**config.mk**
```make
export PLATFORM = sky130hd
export DESIGN_NAME = uart_tx_buffered
export DESIGN_NICKNAME = d
export VERILOG_FILES = /design/src/rtl/uart_pkg.sv /design/src/rtl/sync_fifo.sv /design/src/rtl/uart_tx_buffered.sv
export SDC_FILE = /design/constraint.sdc
export NUM_CORES = 1
export LEC_CHECK = 0
export ABC_AREA = 1
export CORE_AREA = 2 2 84 86
export CTS_BUF_LIST = sky130_fd_sc_hd__clkbuf_8
export DETAILED_ROUTE_END_ITERATION = 16
export DIE_AREA = 0 0 86 88
export PLACE_DENSITY = 0.54
export SLEW_MARGIN = 20
export SYNTH_ARGS = -nofsm -noshare
export SYNTH_HDL_FRONTEND = slang
export SYNTH_SLANG_ARGS = --single-unit
```
**constraint.sdc**
```tcl
create_clock -name i_clock -period 2.8 [get_ports i_clock]
set_input_delay 0.42 -clock i_clock [delete_from_list [all_inputs] [get_ports i_clock]]
set_output_delay 0.42 -clock i_clock [all_outputs]
set_load 0.02 [all_outputs]
```
**src/rtl/uart_pkg.sv**
```systemverilog
// Shared definitions for the buffered UART transmitter.
//   tx_state_e : transmitter FSM states
//   PAR_*      : encodings of the parity-mode input
//   clog2      : pointer/counter width helper (minimum result 1)
package uart_pkg;

    typedef enum logic [2:0] {
        ST_IDLE,
        ST_START,
        ST_DATA,
        ST_PARITY,
        ST_STOP
    } tx_state_e;

    localparam logic [1:0] PAR_NONE = 2'd0;
    localparam logic [1:0] PAR_EVEN = 2'd1;
    localparam logic [1:0] PAR_ODD  = 2'd2;

    function automatic int clog2(input int value);
        int r;
        int v;
        r = 0;
        v = value - 1;
        while (v > 0) begin
            r = r + 1;
            v = v >> 1;
        end
        return (r == 0) ? 1 : r;
    endfunction

endpackage

```
**src/rtl/sync_fifo.sv**
```systemverilog
// Synchronous FIFO with first-word-fall-through read port.
//   clock, reset : clock, synchronous active-high reset (pointers/count only)
//   wr_en/wr_data: push; dropped when full (full judged on registered count)
//   rd_en/rd_data: pop; rd_data always shows the head entry
//   full, empty  : occupancy flags from the registered count
//   overflow     : high in the same cycle as a dropped push
module sync_fifo
    import uart_pkg::*;
#(
    parameter int WIDTH = 8,
    parameter int DEPTH = 4
) (
    input  logic             clock,
    input  logic             reset,
    input  logic             wr_en,
    input  logic [WIDTH-1:0] wr_data,
    input  logic             rd_en,
    output logic [WIDTH-1:0] rd_data,
    output logic             full,
    output logic             empty,
    output logic             overflow
);

    localparam int PTR_W = clog2(DEPTH);
    localparam int CNT_W = clog2(DEPTH + 1);

    logic [WIDTH-1:0] mem [DEPTH];
    logic [PTR_W-1:0] wr_ptr;
    logic [PTR_W-1:0] rd_ptr;
    logic [CNT_W-1:0] count;
    logic             do_wr;
    logic             do_rd;

    assign full     = (count == CNT_W'(DEPTH));
    assign empty    = (count == '0);
    assign do_wr    = wr_en && !full;
    assign do_rd    = rd_en && !empty;
    assign overflow = wr_en && full;
    assign rd_data  = mem[rd_ptr];

    // DEPTH is a power of two, so pointers wrap naturally.
    always_ff @(posedge clock) begin
        if (reset) begin
            wr_ptr <= '0;
            rd_ptr <= '0;
            count  <= '0;
        end else begin
            if (do_wr) wr_ptr <= wr_ptr + 1'b1;
            if (do_rd) rd_ptr <= rd_ptr + 1'b1;
            case ({do_wr, do_rd})
                2'b10:   count <= count + 1'b1;
                2'b01:   count <= count - 1'b1;
                default: count <= count;
            endcase
        end
    end

    always_ff @(posedge clock) begin
        if (do_wr) mem[wr_ptr] <= wr_data;
    end

endmodule

```
**src/rtl/uart_tx_buffered.sv**
```systemverilog
// Buffered UART transmitter: FIFO of payloads feeding a start/data/parity/stop
// serialiser driven by an oversample tick.
//   i_clock, i_reset : clock, synchronous active-high reset
//   i_s_tick         : oversample tick (one-cycle pulse)
//   i_wr_en, i_data  : push a payload into the FIFO
//   i_parity_mode    : 0/3 none, 1 even, 2 odd; captured when a frame starts
//   o_tx             : registered serial line, idle high
//   o_tx_done_tick   : one-cycle pulse after the final stop tick
//   o_busy           : frame in progress
//   o_full, o_empty  : FIFO flags
//   o_overflow       : pulse when a push is dropped
// Build option: define UART_TX_PARITY_EN to enable the parity bit; otherwise
// i_parity_mode is ignored and frames never carry parity.
module uart_tx_buffered
    import uart_pkg::*;
#(
    parameter int NB_DATA    = 8,
    parameter int OS_TICK    = 16,
    parameter int SB_TICK    = 16,
    parameter int FIFO_DEPTH = 4
) (
    input  logic               i_clock,
    input  logic               i_reset,
    input  logic               i_s_tick,
    input  logic               i_wr_en,
    input  logic [NB_DATA-1:0] i_data,
    input  logic [1:0]         i_parity_mode,
    output logic               o_tx,
    output logic               o_tx_done_tick,
    output logic               o_busy,
    output logic               o_full,
    output logic               o_empty,
    output logic               o_overflow
);

    localparam int TICK_W = clog2((OS_TICK > SB_TICK) ? OS_TICK : SB_TICK);
    localparam int BIT_W  = clog2(NB_DATA);
    localparam logic [TICK_W-1:0] OS_LAST  = TICK_W'(OS_TICK - 1);
    localparam logic [TICK_W-1:0] SB_LAST  = TICK_W'(SB_TICK - 1);
    localparam logic [BIT_W-1:0]  BIT_LAST = BIT_W'(NB_DATA - 1);

    tx_state_e          state;
    logic [TICK_W-1:0]  tick_cnt;
    logic [BIT_W-1:0]   bit_cnt;
    logic [NB_DATA-1:0] shreg;
    logic [NB_DATA-1:0] fifo_data;
    logic               fifo_rd;
    logic               tx_reg;
    logic               done_reg;
    logic               os_end;

`ifdef UART_TX_PARITY_EN
    logic par_on;
    logic par_bit;
`else
    logic unused_parity_mode;
    assign unused_parity_mode = ^i_parity_mode;
`endif

    sync_fifo #(
        .WIDTH (NB_DATA),
        .DEPTH (FIFO_DEPTH)
    ) u_fifo (
        .clock    (i_clock),
        .reset    (i_reset),
        .wr_en    (i_wr_en),
        .wr_data  (i_data),
        .rd_en    (fifo_rd),
        .rd_data  (fifo_data),
        .full     (o_full),
        .empty    (o_empty),
        .overflow (o_overflow)
    );

    // The head is popped straight out of IDLE; no tick is needed to start.
    assign fifo_rd = (state == ST_IDLE) && !o_empty;
    assign os_end  = i_s_tick && (tick_cnt == OS_LAST);

    assign o_tx           = tx_reg;
    assign o_tx_done_tick = done_reg;
    assign o_busy         = (state != ST_IDLE);

    // tx_reg is loaded with the line level of the state being entered, so the
    // pin changes on the same edge as the state and never glitches.
    always_ff @(posedge i_clock) begin
        if (i_reset) begin
            state    <= ST_IDLE;
            tick_cnt <= '0;
            bit_cnt  <= '0;
            tx_reg   <= 1'b1;
            done_reg <= 1'b0;
        end else begin
            done_reg <= 1'b0;
            case (state)
                ST_IDLE: begin
                    tx_reg <= 1'b1;
                    if (!o_empty) begin
                        state    <= ST_START;
                        tick_cnt <= '0;
                        bit_cnt  <= '0;
                        tx_reg   <= 1'b0;
                    end
                end
                ST_START: begin
                    if (os_end) begin
                        tick_cnt <= '0;
                        state    <= ST_DATA;
                        tx_reg   <= shreg[0];
                    end else if (i_s_tick) begin
                        tick_cnt <= tick_cnt + 1'b1;
                    end
                end
                ST_DATA: begin
                    if (os_end) begin
                        tick_cnt <= '0;
                        if (bit_cnt == BIT_LAST) begin
                            bit_cnt <= '0;
`ifdef UART_TX_PARITY_EN
                            if (par_on) begin
                                state  <= ST_PARITY;
                                tx_reg <= par_bit;
                            end else begin
                                state  <= ST_STOP;
                                tx_reg <= 1'b1;
                            end
`else
                            state  <= ST_STOP;
                            tx_reg <= 1'b1;
`endif
                        end else begin
                            bit_cnt <= bit_cnt + 1'b1;
                            // Next bit is shreg[1] because the shift lands on this same edge.
                            tx_reg  <= shreg[1];
                        end
                    end else if (i_s_tick) begin
                        tick_cnt <= tick_cnt + 1'b1;
                    end
                end
`ifdef UART_TX_PARITY_EN
                ST_PARITY: begin
                    if (os_end) begin
                        tick_cnt <= '0;
                        state    <= ST_STOP;
                        tx_reg   <= 1'b1;
                    end else if (i_s_tick) begin
                        tick_cnt <= tick_cnt + 1'b1;
                    end
                end
`endif
                ST_STOP: begin
                    if (i_s_tick && (tick_cnt == SB_LAST)) begin
                        tick_cnt <= '0;
                        state    <= ST_IDLE;
                        done_reg <= 1'b1;
                        tx_reg   <= 1'b1;
                    end else if (i_s_tick) begin
                        tick_cnt <= tick_cnt + 1'b1;
                    end
                end
                default: begin
                    state  <= ST_IDLE;
                    tx_reg <= 1'b1;
                end
            endcase
        end
    end

    // Payload and parity are captured at pop time so later input changes
    // cannot disturb the frame in flight.
    always_ff @(posedge i_clock) begin
        if (fifo_rd) begin
            shreg <= fifo_data;
        end else if ((state == ST_DATA) && os_end) begin
            shreg <= shreg >> 1;
        end
`ifdef UART_TX_PARITY_EN
        if (fifo_rd) begin
            par_on  <= (i_parity_mode == PAR_EVEN) || (i_parity_mode == PAR_ODD);
            par_bit <= (^fifo_data) ^ (i_parity_mode == PAR_ODD);
        end
`endif
    end

endmodule
```
==> key figures <==
Outcome
  – Status: finished clean

Global route
  – Grt ovf: 0
  – Largest net degree at the start of global routing: 20
  – Initial antenna violation count: 0
  – Met1 GRT Util: 0.181
  – First-pass GRT wire length: 8.05 mm
  – Met2 usage: 0.219
  – GR Util met3: 0.0311
  – Number of global-route vias before repair: between 1500 and 2000
  – Busiest grt layer: met2
  – GR Util All Layers: 0.141

Setup path
  – Max Fanout on Critical Path: 19
  – CP Launch Type: flip-flop
  – Crit path max-delay cell type: fa_1
  – Cell Chain, Critical Path: inv_2 > nand2_1 > nor2_2 > nand2_4 > inv_4 > ha_1 > inv_1 > fa_1 > a21oi_1 > o21ai_0 > o21ai_0 > a21oi_1
  – Setup crit start: state[2]$_SDFFE_PP0P_
  – Arr. time, crit path: 2.40 ns
  – CP Capture Type: flip-flop
  – WP data required: a little over 3 ns
  – CP endpoint: u_fifo.count[2]$_SDFFE_PP0P_
  – FF-to-FF Start: state[2]$_SDFFE_PP0P_
  – CP max stage delay: approximately 0.43 ns
  – RR Endpoint: u_fifo.count[2]$_SDFFE_PP0P_
  – R2R setup slack: slightly above 0.6 ns
  – Critical path type: reg2reg
  – R2R cell count: 12

Logic synthesis
  – Xor-xnor portion of the synthesized cell area: 0.00327
  – Netlist Area Pre-Place: ~2700 sq um
  – Simple-gate share of the synthesized area: 0.184
  – Mux cell area share after synthesis: 0
  – Post-synthesis sequential area ratio: 0.606
  – Ys Warns: 0
  – Synth unique cells: 28
  – Adder-Cell Fraction of Synth Area: 0.0449
  – Number of synthesized register bits: 61
  – Avg Cell Area, Syn: approximately 9.9 sq um
  – Syn_nets: 293
  – Cells after Synth: between 200 and 300
  – Largest family of logic cells by synthesized area: simple AND/OR/NAND/NOR gates
  – Synth Area in Compound Gates: 0.104

STA
  – Rel. slew slack: 0.696
  – Clk_skew: between 0.006 and 0.007 ns
  – Hold Vio Cnt, Final: 0
  – Crit share post-route: 0.779
  – Fmax achieved: 0.459 GHz
  – Minimum clock period: around 2.2 ns
  – Setup_tns: 0 ns
  – Unrepaired setup endpoints after global routing: no
  – Slew of the pin with the lowest slew margin: roughly 0.46 ns
  – Pins over their slew limit: 0
  – Final setup viols: 0

Clock network
  – Clk pin slew, worst setup/hold paths: approximately 0.070 ns
  – Number of hold buffers added after cts: 0
  – Cts repair resizes: 0
  – TritonCTS clock tree: yes
  – CTS Sinks: around 60
  – H-tree Lvls: 3
  – Skew-Pair Late Insertion Delay: 0.34 ns
  – CTS Buffer Depth: 2
  – Post-CTS setup buffer count: 0
  – Root Buffer: clkbuf_8
  – CTS Buf Count: 9

Finish
  – NumNets Final: between 300 and 400
  – Syn-to-layout area delta: 18.3%
  – Commonest non-fill, non-tap cells in the layout: 52 x nor2_1, 40 x edfxtp_1, 32 x nand2_1, 29 x inv_1, 25 x o21ai_0
  – Most common cell after layout, fill and taps aside: nor2_1
  – Util after Layout: 0.476
  – Antenna cells: 0
  – Layout cells sized above 1: 0.113
  – Final Cell Area: around 3200 sq um

Floorplanning
  – DIE WIDTH: around 86 microns
  – Die area: ~7600 sq um
  – IO Count: 20
  – Starting density of the core: 0.403
  – Cell row count: 30
  – Core area: around 6600 sq um
  – Die Span Y: about 88 microns

Detailed routing
  – Vias per cell: 4.81
  – Final wirelength: about 4.8 mm
  – Initial DRT Pass Iterations: 4
  – Initial DRC count: 85
  – DRC: 0
  – Final ANT Viol Nets: 0
  – Vias: approximately 1800
  – DR WL/cell: 12.5 microns

Power and ir drop
  – VDD IR max: ~0.42 mV
  – Pwr dens: approximately 1100 nW/um^2
  – Final Power: 0.00333 W
  – Pleak: 1.26 nW

Placed design
  – Hpwl dp: 3.23 mm
  – Routability congestion estimate: between 0.7 and 0.8
  – Port Buffers: 17
  – Placed inst area: between 2000 and 3000 sq um

Flow run
  – Total of max-cap violations: 0

Min path
  – Hold Path Class: reg2reg
layer usage:
layer / vias to the layer above / wire length [microns]
met5: - / 0
met4: 0 / 117
met3: 9 / 161
met2: 29 / 2120
met1: 838 / 2350
li1: 963 / -
power by group:
group / internal (W) / switching [W] / leakage [nW]
sequential: 0.00121 / 0.0000968 / 0.541
combinational: 0.000421 / 0.000769 / 0.615
clock: 0.000496 / 0.000342 / 0.107
state kept, by name (all words and copies together) (netlist names), named ones only:
name,flops
u_fifo.mem,32
shreg,8
tick_cnt,4
bit_cnt,3
state,3
u_fifo.count,3
u_fifo.rd_ptr,2
u_fifo.wr_ptr,2
o_tx,1
o_tx_done_tick,1
stage by stage:
step	std cells	hold WS (ns)	setup WS, ns
2_1_floorplan	270	0.422	0.722
3_3_place_gp	366	0.439	0.484
3_5_place_dp	366	0.441	0.449
4_1_cts	382	0.452	0.608
5_1_grt	382	0.480	0.396
6_report	382	0.448	0.620
synth_stat cells:
| cell | count | share of area |
|---|---|---|
| buf_4 | 1 | 0.0028 |
| buf_2 | 4 | 0.0075 |
| nor2_1 | 52 | 0.073 |
| nand2_4 | 3 | 0.013 |
| ha_1 | 8 | 0.037 |
| o211a_1 | 1 | 0.0037 |
| nand2_2 | 2 | 0.0047 |
| nand4_1 | 1 | 0.0023 |
| nand2_1 | 32 | 0.045 |
| inv_1 | 29 | 0.041 |
| edfxtp_1 | 40 | 0.45 |
| nand3_4 | 1 | 0.0065 |
| inv_4 | 1 | 0.0023 |
| o21ai_0 | 25 | 0.047 |
| o21ai_1 | 2 | 0.0037 |
| clkbuf_2 | 1 | 0.0019 |
| o22ai_1 | 1 | 0.0023 |
| dfxtp_1 | 21 | 0.16 |
| inv_2 | 2 | 0.0028 |
| fa_1 | 1 | 0.0075 |
| nand3_2 | 3 | 0.011 |
| a31oi_1 | 6 | 0.014 |
| xor2_1 | 1 | 0.0033 |
| nand3_1 | 13 | 0.024 |
| nor2_2 | 1 | 0.0023 |
| o21ai_2 | 1 | 0.0033 |
| a21oi_1 | 16 | 0.030 |
| nor3_1 | 1 | 0.0019 |
cell families after synthesis:
kind of cell / Yosys count
xor+xnor: 1
compound gates: 52
fa+ha+maj: 9
simple gates: 109
buf+inv: 38
flops: 61
worst min path at each step:
stage | slack [ns] | from | endpoint | depth (start not counted)
after global routing | 0.48 | u_fifo.count[0]$_SDFFE_PP0P_ | u_fifo.count[0]$_SDFFE_PP0P_ | 1
after CTS | 0.45 | u_fifo.count[0]$_SDFFE_PP0P_ | u_fifo.count[0]$_SDFFE_PP0P_ | 1
after floorplan | 0.42 | u_fifo.count[0]$_SDFFE_PP0P_ | u_fifo.count[0]$_SDFFE_PP0P_ | 1
final | 0.45 | u_fifo.count[0]$_SDFFE_PP0P_ | u_fifo.count[0]$_SDFFE_PP0P_ | 1
after global placement | 0.44 | u_fifo.count[0]$_SDFFE_PP0P_ | u_fifo.count[0]$_SDFFE_PP0P_ | 1
after detailed placement | 0.44 | u_fifo.count[0]$_SDFFE_PP0P_ | u_fifo.count[0]$_SDFFE_PP0P_ | 1
worst max-delay path: cells and delay by family (launching register included):
| kind | cells | cell delay (ns) |
|---|---|---|
| fa+ha+maj | 2 | 0.60 |
| compound gates | 4 | 0.46 |
| buf+inv | 3 | 0.35 |
| flops | 1 | 0.34 |
| simple gates | 3 | 0.33 |
cell type report:
| class | instances | area, sq um |
|---|---|---|
| multi-input cells | 171 | 898 |
| repair buffers | 22 | 208 |
| well taps | 80 | 100 |
| clock inverters | 7 | 90.1 |
| fillers | 619 | 3480 |
| inverters | 32 | 123 |
| flip-flops and latches | 61 | 1620 |
| clock buffers | 9 | 124 |
No activity file was read; power rests on OpenSTA's default activity.
